--- src/rtl/cart_loader_if.sv ---
// ioctl byte stream plus SDRAM write port of cart_loader; "slave" is the loader, "master" is the data_io/sdram side.
// The checksum signal exists only when CART_LOADER_CHECKSUM_EN is defined.
interface cart_loader_if #(
    parameter int ADDR_W = 22
);
    logic              ioctl_download;
    logic              ioctl_wr;
    logic [24:0]       ioctl_addr;
    logic [7:0]        ioctl_dout;
    logic [7:0]        ioctl_index;
    logic              ioctl_wait;
    logic [ADDR_W-1:0] waddr;
    logic [7:0]        wdata;
    logic              we;
    logic              we_ack;
    logic [ADDR_W-1:0] cart_mask;
    logic [9:0]        rd_offset;
    logic              gg;
    logic              overflow;
    logic              load_done;
`ifdef CART_LOADER_CHECKSUM_EN
    logic [15:0]       checksum;

    modport master (
        output ioctl_download, ioctl_wr, ioctl_addr, ioctl_dout, ioctl_index, we_ack,
        input  ioctl_wait, waddr, wdata, we, cart_mask, rd_offset, gg, overflow, load_done, checksum
    );
    modport slave (
        input  ioctl_download, ioctl_wr, ioctl_addr, ioctl_dout, ioctl_index, we_ack,
        output ioctl_wait, waddr, wdata, we, cart_mask, rd_offset, gg, overflow, load_done, checksum
    );
`else
    modport master (
        output ioctl_download, ioctl_wr, ioctl_addr, ioctl_dout, ioctl_index, we_ack,
        input  ioctl_wait, waddr, wdata, we, cart_mask, rd_offset, gg, overflow, load_done
    );
    modport slave (
        input  ioctl_download, ioctl_wr, ioctl_addr, ioctl_dout, ioctl_index, we_ack,
        output ioctl_wait, waddr, wdata, we, cart_mask, rd_offset, gg, overflow, load_done
    );
`endif
endinterface

--- src/rtl/cart_loader.sv ---
// cart_loader: ioctl bytes -> toggle-handshake SDRAM writes, cart mask, copier-header and GG detect; optional checksum via CART_LOADER_CHECKSUM_EN.
// Latency: we toggles 2 cycles after an accepted ioctl_wr. Backpressure: ioctl_wait high ISSUE..last ack, 1-entry skid, excess bytes dropped (overflow).
module cart_loader #(
    parameter int ADDR_W   = 22,
    parameter int HDR_SIZE = 512
) (
    input  logic         clk_sys,
    input  logic         reset,
    cart_loader_if.slave bus
);
    typedef enum logic [2:0] {IDLE, LOAD, ISSUE, WAIT_ACK, FINISH} state_t;

    localparam logic [9:0] HDR_OFF = 10'(HDR_SIZE);
    localparam logic [9:0] HDR_LOW = 10'((HDR_SIZE - 1) % 1024);

    state_t            state_q, state_d;
    logic              dl_q;
    logic              skid_vld_q, skid_vld_d;
    logic [ADDR_W-1:0] skid_addr_q, skid_addr_d;
    logic [7:0]        skid_data_q, skid_data_d;
    logic [ADDR_W-1:0] waddr_q, waddr_d;
    logic [7:0]        wdata_q, wdata_d;
    logic              we_q, we_d;
    logic              wait_q, wait_d;
    logic [ADDR_W-1:0] mask_q, mask_d;
    logic [9:0]        rd_off_q, rd_off_d;
    logic              gg_q, gg_d;
    logic              ovf_q, ovf_d;
    logic              done_q, done_d;
    logic              end_pend_q, end_pend_d;
    logic              got_q, got_d;
    logic [9:0]        last_lo_q, last_lo_d;
`ifdef CART_LOADER_CHECKSUM_EN
    logic [15:0]       sum_q, sum_d;
    logic [15:0]       hsum_q, hsum_d;
`endif

    logic rise, fall, busy, room, addr_ok, take;
    logic unused_idx;

    assign rise       = bus.ioctl_download & ~dl_q;
    assign fall       = ~bus.ioctl_download & dl_q;
    assign busy       = (state_q == ISSUE) || (state_q == WAIT_ACK);
    // The skid entry is consumed in ISSUE, so a byte arriving there still fits.
    assign room       = (state_q == LOAD) || (state_q == ISSUE) || (state_q == WAIT_ACK && !skid_vld_q);
    assign addr_ok    = (bus.ioctl_addr[24:ADDR_W] == '0);
    assign unused_idx = ^bus.ioctl_index[5:0];

    always_ff @(posedge clk_sys) begin
        if (reset) begin
            state_q     <= IDLE;
            dl_q        <= 1'b0;
            skid_vld_q  <= 1'b0;
            skid_addr_q <= '0;
            skid_data_q <= '0;
            waddr_q     <= '0;
            wdata_q     <= '0;
            we_q        <= 1'b0;
            wait_q      <= 1'b0;
            mask_q      <= '0;
            rd_off_q    <= '0;
            gg_q        <= 1'b0;
            ovf_q       <= 1'b0;
            done_q      <= 1'b0;
            end_pend_q  <= 1'b0;
            got_q       <= 1'b0;
            last_lo_q   <= '0;
`ifdef CART_LOADER_CHECKSUM_EN
            sum_q       <= '0;
            hsum_q      <= '0;
`endif
        end else begin
            state_q     <= state_d;
            dl_q        <= bus.ioctl_download;
            skid_vld_q  <= skid_vld_d;
            skid_addr_q <= skid_addr_d;
            skid_data_q <= skid_data_d;
            waddr_q     <= waddr_d;
            wdata_q     <= wdata_d;
            we_q        <= we_d;
            wait_q      <= wait_d;
            mask_q      <= mask_d;
            rd_off_q    <= rd_off_d;
            gg_q        <= gg_d;
            ovf_q       <= ovf_d;
            done_q      <= done_d;
            end_pend_q  <= end_pend_d;
            got_q       <= got_d;
            last_lo_q   <= last_lo_d;
`ifdef CART_LOADER_CHECKSUM_EN
            sum_q       <= sum_d;
            hsum_q      <= hsum_d;
`endif
        end
    end

    always_comb begin
        state_d     = state_q;
        skid_vld_d  = skid_vld_q;
        skid_addr_d = skid_addr_q;
        skid_data_d = skid_data_q;
        waddr_d     = waddr_q;
        wdata_d     = wdata_q;
        we_d        = we_q;
        wait_d      = wait_q;
        mask_d      = mask_q;
        rd_off_d    = rd_off_q;
        gg_d        = gg_q;
        ovf_d       = ovf_q;
        done_d      = 1'b0;
        end_pend_d  = end_pend_q;
        got_d       = got_q;
        last_lo_d   = last_lo_q;
        take        = 1'b0;
`ifdef CART_LOADER_CHECKSUM_EN
        sum_d       = sum_q;
        hsum_d      = hsum_q;
`endif

        if (rise) begin
            mask_d     = '0;
            ovf_d      = 1'b0;
            rd_off_d   = '0;
            gg_d       = (bus.ioctl_index[7:6] == 2'd2);
            end_pend_d = 1'b0;
            got_d      = 1'b0;
`ifdef CART_LOADER_CHECKSUM_EN
            sum_d      = '0;
            hsum_d     = '0;
`endif
        end
        if (fall && busy) end_pend_d = 1'b1;

        if (state_q == ISSUE) begin
            waddr_d    = skid_addr_q;
            wdata_d    = skid_data_q;
            we_d       = ~we_q;
            skid_vld_d = 1'b0;
        end

        if (bus.ioctl_wr && (state_q == LOAD || busy)) begin
            if (!addr_ok || !room) begin
                ovf_d = 1'b1;
            end else begin
                take        = 1'b1;
                skid_vld_d  = 1'b1;
                skid_addr_d = bus.ioctl_addr[ADDR_W-1:0];
                skid_data_d = bus.ioctl_dout;
                mask_d      = mask_d | bus.ioctl_addr[ADDR_W-1:0];
                last_lo_d   = bus.ioctl_addr[9:0];
                got_d       = 1'b1;
`ifdef CART_LOADER_CHECKSUM_EN
                sum_d = sum_d + {8'd0, bus.ioctl_dout};
                if ({7'd0, bus.ioctl_addr} < 32'(HDR_SIZE)) hsum_d = hsum_d + {8'd0, bus.ioctl_dout};
`endif
            end
        end

        case (state_q)
            IDLE: ;
            LOAD: begin
                if (take) begin
                    wait_d  = 1'b1;
                    state_d = ISSUE;
                    if (fall) end_pend_d = 1'b1;
                end else if (fall) begin
                    state_d = FINISH;
                end
            end
            ISSUE: state_d = WAIT_ACK;
            WAIT_ACK: begin
                if (bus.we_ack == we_q) begin
                    if (skid_vld_d) begin
                        state_d = ISSUE;
                    end else begin
                        wait_d  = 1'b0;
                        state_d = end_pend_d ? FINISH : LOAD;
                    end
                end
            end
            FINISH: begin
                if (!rise) begin
                    done_d     = 1'b1;
                    end_pend_d = 1'b0;
                    state_d    = IDLE;
                    rd_off_d   = (got_q && last_lo_q == HDR_LOW) ? HDR_OFF : 10'd0;
`ifdef CART_LOADER_CHECKSUM_EN
                    if (got_q && last_lo_q == HDR_LOW) sum_d = sum_q - hsum_q;
`endif
                end
            end
            default: state_d = IDLE;
        endcase

        // A new download restarts immediately unless a handshake is in flight.
        if (rise && !busy) state_d = LOAD;
    end

    assign bus.ioctl_wait = wait_q;
    assign bus.waddr      = waddr_q;
    assign bus.wdata      = wdata_q;
    assign bus.we         = we_q;
    assign bus.cart_mask  = mask_q;
    assign bus.rd_offset  = rd_off_q;
    assign bus.gg         = gg_q;
    assign bus.overflow   = ovf_q;
    assign bus.load_done  = done_q;
`ifdef CART_LOADER_CHECKSUM_EN
    assign bus.checksum   = sum_q;
`endif
endmodule

--- src/flat_wrapper.sv ---
// flat-port wrapper written by rule: the top's interface ports become plain ports
module cart_loader_flat 
#(
    parameter int ADDR_W   = 22,
    parameter int HDR_SIZE = 512
)
  (clk_sys, reset, bus_ioctl_download, bus_ioctl_wr, bus_ioctl_addr, bus_ioctl_dout, bus_ioctl_index, bus_we_ack, bus_ioctl_wait, bus_waddr, bus_wdata, bus_we, bus_cart_mask, bus_rd_offset, bus_gg, bus_overflow, bus_load_done);
  cart_loader_if #(.ADDR_W(ADDR_W)) bus_i ();
  input  logic clk_sys;
  input  logic reset;
  input wire logic [$bits(bus_i.ioctl_download)-1:0] bus_ioctl_download;
  input wire logic [$bits(bus_i.ioctl_wr)-1:0] bus_ioctl_wr;
  input wire logic [$bits(bus_i.ioctl_addr)-1:0] bus_ioctl_addr;
  input wire logic [$bits(bus_i.ioctl_dout)-1:0] bus_ioctl_dout;
  input wire logic [$bits(bus_i.ioctl_index)-1:0] bus_ioctl_index;
  input wire logic [$bits(bus_i.we_ack)-1:0] bus_we_ack;
  output wire logic [$bits(bus_i.ioctl_wait)-1:0] bus_ioctl_wait;
  output wire logic [$bits(bus_i.waddr)-1:0] bus_waddr;
  output wire logic [$bits(bus_i.wdata)-1:0] bus_wdata;
  output wire logic [$bits(bus_i.we)-1:0] bus_we;
  output wire logic [$bits(bus_i.cart_mask)-1:0] bus_cart_mask;
  output wire logic [$bits(bus_i.rd_offset)-1:0] bus_rd_offset;
  output wire logic [$bits(bus_i.gg)-1:0] bus_gg;
  output wire logic [$bits(bus_i.overflow)-1:0] bus_overflow;
  output wire logic [$bits(bus_i.load_done)-1:0] bus_load_done;
  assign bus_i.ioctl_download = bus_ioctl_download;
  assign bus_i.ioctl_wr = bus_ioctl_wr;
  assign bus_i.ioctl_addr = bus_ioctl_addr;
  assign bus_i.ioctl_dout = bus_ioctl_dout;
  assign bus_i.ioctl_index = bus_ioctl_index;
  assign bus_i.we_ack = bus_we_ack;
  assign bus_ioctl_wait = bus_i.ioctl_wait;
  assign bus_waddr = bus_i.waddr;
  assign bus_wdata = bus_i.wdata;
  assign bus_we = bus_i.we;
  assign bus_cart_mask = bus_i.cart_mask;
  assign bus_rd_offset = bus_i.rd_offset;
  assign bus_gg = bus_i.gg;
  assign bus_overflow = bus_i.overflow;
  assign bus_load_done = bus_i.load_done;
  cart_loader #(.ADDR_W(ADDR_W), .HDR_SIZE(HDR_SIZE)) u_core (.clk_sys(clk_sys), .reset(reset), .bus(bus_i));
endmodule
--- config.mk ---
export PLATFORM = sky130hd
export DESIGN_NAME = cart_loader_flat
export DESIGN_NICKNAME = d
export VERILOG_FILES = /design/src/rtl/cart_loader_if.sv /design/src/rtl/cart_loader.sv /design/src/flat_wrapper.sv
export SDC_FILE = /design/constraint.sdc
export NUM_CORES = 1
export LEC_CHECK = 0
export ABC_CLOCK_PERIOD_IN_PS = 1690
export BUFFER_PORTS_ARGS = -buffer_cell sky130_fd_sc_hd__buf_2
export CAP_MARGIN = 5
export CORE_MARGIN = 4
export CORE_UTILIZATION = 45
export CTS_CLUSTER_DIAMETER = 50
export DETAILED_ROUTE_END_ITERATION = 8
export PLACE_DENSITY = 0.71
export SYNTH_ARGS = -nofsm -noshare
export SYNTH_HDL_FRONTEND = slang
export SYNTH_SLANG_ARGS = --single-unit
--- constraint.sdc ---
create_clock -name clk_sys -period 1.69 [get_ports clk_sys]
set_input_delay 0.169 -clock clk_sys [delete_from_list [all_inputs] [get_ports clk_sys]]
set_output_delay 0.169 -clock clk_sys [all_outputs]
set_load 0.02 [all_outputs]
==> results.yml <==
outcome:
  status: "complete, no violations"
global_routing:
  grt_start_max_net_pins: 43
  grt_pass1_wl_microns: 14900
  antenna_found_initial: 0
  grt_usage_pct: 18.7
  gr-total-overflow: 0
  grt_pass1_vias: 3130
place:
  post_dp_cell_area_sq_mm: 0.00435
  dp.cells: 606
  dpl.hpwl_microns: 6140
  place_congestion: 0.898
  port_buffers: 106
route:
  vias_per_cell: 5.02
  first_iter_violations: 110
  drc_errors: 0
  wl_per_cell_microns: 14.1
  routed_wl_microns: 8760
  drt_pre_antenna_iters: 4
  vias: 3114
  ant_nets: 0
hold_path:
  hold_path.startpoint: "bus_ioctl_addr[10]"
  hold_class: "in2reg"
synthesis:
  synthCells: 412
  ys_seq_area_share_pct: 56.6
  synth_edf_count: 0
  yosysWarningCount: 0
  synth_cell_types: 40
  synth_flop_cell: "dfxtp_1"
  syn-num-nets: 458
  synth.largest_area_cell: "dfxtp_1"
  synthArstFlopShare_pct: 0
  yosys.area.top_type_share_pct: 56.6
  synth.top_cells.by_count: "nand2_1, dfxtp_1, a21oi_1, a22o_1, clkbuf_1"
  yosysMostFrequentCell: "nand2_1"
  yosys-top-cells-area: "dfxtp_1, nand2_1, a21oi_1, a22o_1, and2_1"
  ys_ff_latch: 104
  avgSynthCellArea_sq_um: 8.93
  syn_area_sq_mm: 0.00368
floorplanning:
  ios: 113
  placementRows: 32
  dieArea_sq_mm: 0.00968
  start_util_pct: 46.9
  core_sq_mm: 0.00785
  die_h_microns: 98.4
  die-width_microns: 98.4
critical_path:
  critical_path_class: "reg2reg"
  r2r_start: "u_core.state_q[1]"
  worstPathRequired_ns: 1.93
  path_cells: "nor2_1, and4b_1, buf_4, o41ai_1, a21oi_1"
  crit_buf_inv: 1
  crit_family: "compound AO/OA/AOI/OAI gates"
  end_kind: "flip-flop"
  critical_path.startpoint: "u_core.state_q[1]"
  critPathLaunchType: "flip-flop"
  cp_slowest_stage_delay_ns: 0.38
  cpMaxStageDelayCell: "dfxtp_4"
  path_max_fanout: 16
  arrival_ns: 1.80
clock_network:
  cts_buffer_depth: 2
  cts_made_buffers: 9
  clkSinkCount: 104
  clk-insertion-delay-late_ns: 0.36
  tritoncts: "yes"
  clk_pin_slew_ns: 0.10
  cts-root-buf: "clkbuf_8"
  postCtsSetupBuffers: 0
  htreeDepth: 3
layout:
  fill_cells: 742
  final_area_sq_mm: 0.00455
  fin_util_pct: 57.9
  drive_gt1_share_pct: 28.6
  fin_nets: 561
  area_delta_synth_final_pct: 23.6
  diodes: 0
  layout.cells.non_filler: 620
sta:
  hold_violations: 0
  skew_ns: 0.0151
  setup_tns_ns: 0
  worstMarginPinSlew_ns: 0.720
  report.final.slew_viol_count: 0
  max_freq_mhz: 643
  slew_headroom_pct: 51.9
  finalSetupViolCount: 0
  rsz0062_at_grt: "false"
  min_period_over_period_pct: 92.0
  fin_crit_ns: 1.56
power_and_ir_drop:
  leakage_nw: 1.91
  p_per_area_mw_per_mm2: 924
  total_power_mw: 4.20
  max-vdd-ir-drop_mv: 0.417
run:
  cap_violations: 0
-- registers in the layout, summed over array words and instances, names as in the netlist --
register               cells
u_core.skid_addr_q        22
u_core.skid_data_q         8
u_core.bus.gg              1
u_core.bus.overflow        1
u_core.state_q             3
u_core.bus.we              1
u_core.dl_q                1
u_core.bus.ioctl_wait      1
u_core.bus.rd_offset      10
u_core.skid_vld_q          1
u_core.end_pend_q          1
u_core.got_q               1
u_core.bus.waddr          22
u_core.bus.cart_mask      22
u_core.bus.load_done       1
u_core.bus.wdata           8
-- layout by cell type, fill, tap and decap left out, types with 2 or more instances in the layout --
cell      synthesis  routed
dfxtp_1         104     101
dfxtp_2           0       2
nor4_1            2       2
buf_12            0       2
nand4_1           2       2
nor3_1            2       2
a22o_1           23      23
nor3_4            1       2
and2_1           11      11
a21oi_1          64      64
buf_2            10     106
nand2_1         126     126
nor2b_4           2       2
nor2b_1           2       2
buf_4             0      13
clkbuf_8          0      10
o21ai_0           2       2
nor2_1           15      13
nand2b_1          4       4
-- final timing paths --
check                                           endpoint  slack [ns]  cells past startpoint
worst max-delay path               u_core.bus.ioctl_wait        0.13                      5
worst min-delay path            u_core.bus.cart_mask[10]        0.04                      2
worst max register to register     u_core.bus.ioctl_wait        0.13                      5
worst min register to register       u_core.bus.wdata[3]        0.45                      2
-- power by group --
| part | internal [mW] | switching (mW) | total [mW] |
|---|---|---|---|
| registers | 2.47 | 0.0147 | 2.48 |
| clock network | 0.711 | 0.769 | 1.48 |
| logic | 0.0921 | 0.148 | 0.240 |
-- metrics by stage --
step / hold slack, ns / setup WS, ns
floorplan: 0.295 / 0.0892
global placement: 0.395 / -0.00350
detailed placement: 0.401 / -0.0315
CTS: 0.0231 / 0.00498
global route: 0.0340 / 0.00682
finish: 0.0365 / 0.135
-- logic make-up after synthesis --
group / count (synthesis) / share of synthesized area (%)
xor+xnor: 2 / 0.476
mux: 1 / 0.272
buf+inv: 30 / 3.81
compound gates: 101 / 17.3
flops: 104 / 56.6
simple gates: 174 / 21.5
-- metal layers --
metal  up-vias  wire length, microns  GRT usage (%)  part of all wire [%]
li1       1584                     -              -                     -
met1      1425                  3890           23.3                    44
met2        93                  4170           31.0                    48
met3        12                   585           5.10                   6.7
met4         0                   125           7.04                   1.4
met5         -                     0              0                     0
-- layout make-up --
type,count,area (sq um),area share (%)
sequential,104,2090,45.9
multi-input combinational,278,1470,32.4
clock buffer,11,141,3.11
tap,102,128,2.81
inverter,1,3.75,0.0826
clock inverter,3,43.8,0.963
timing repair buffer,121,668,14.7
-- worst register-to-register path, stage by stage, from the launching register on --
cell and delay, ns:
dfxtp_4 0.38, nor2_1 0.16, and4b_1 0.26, buf_4 0.21, o41ai_1 0.34, a21oi_1 0.10
-- timing repair --
item | in CTS | in global routing
hold buffers | 0 | 0
gates cloned | 0 | 0
endpoints found under the setup margin | 23 | 3
pin swaps | 0 | 2
resized for setup | 1 | 4
(Power assumes the default switching activity.)
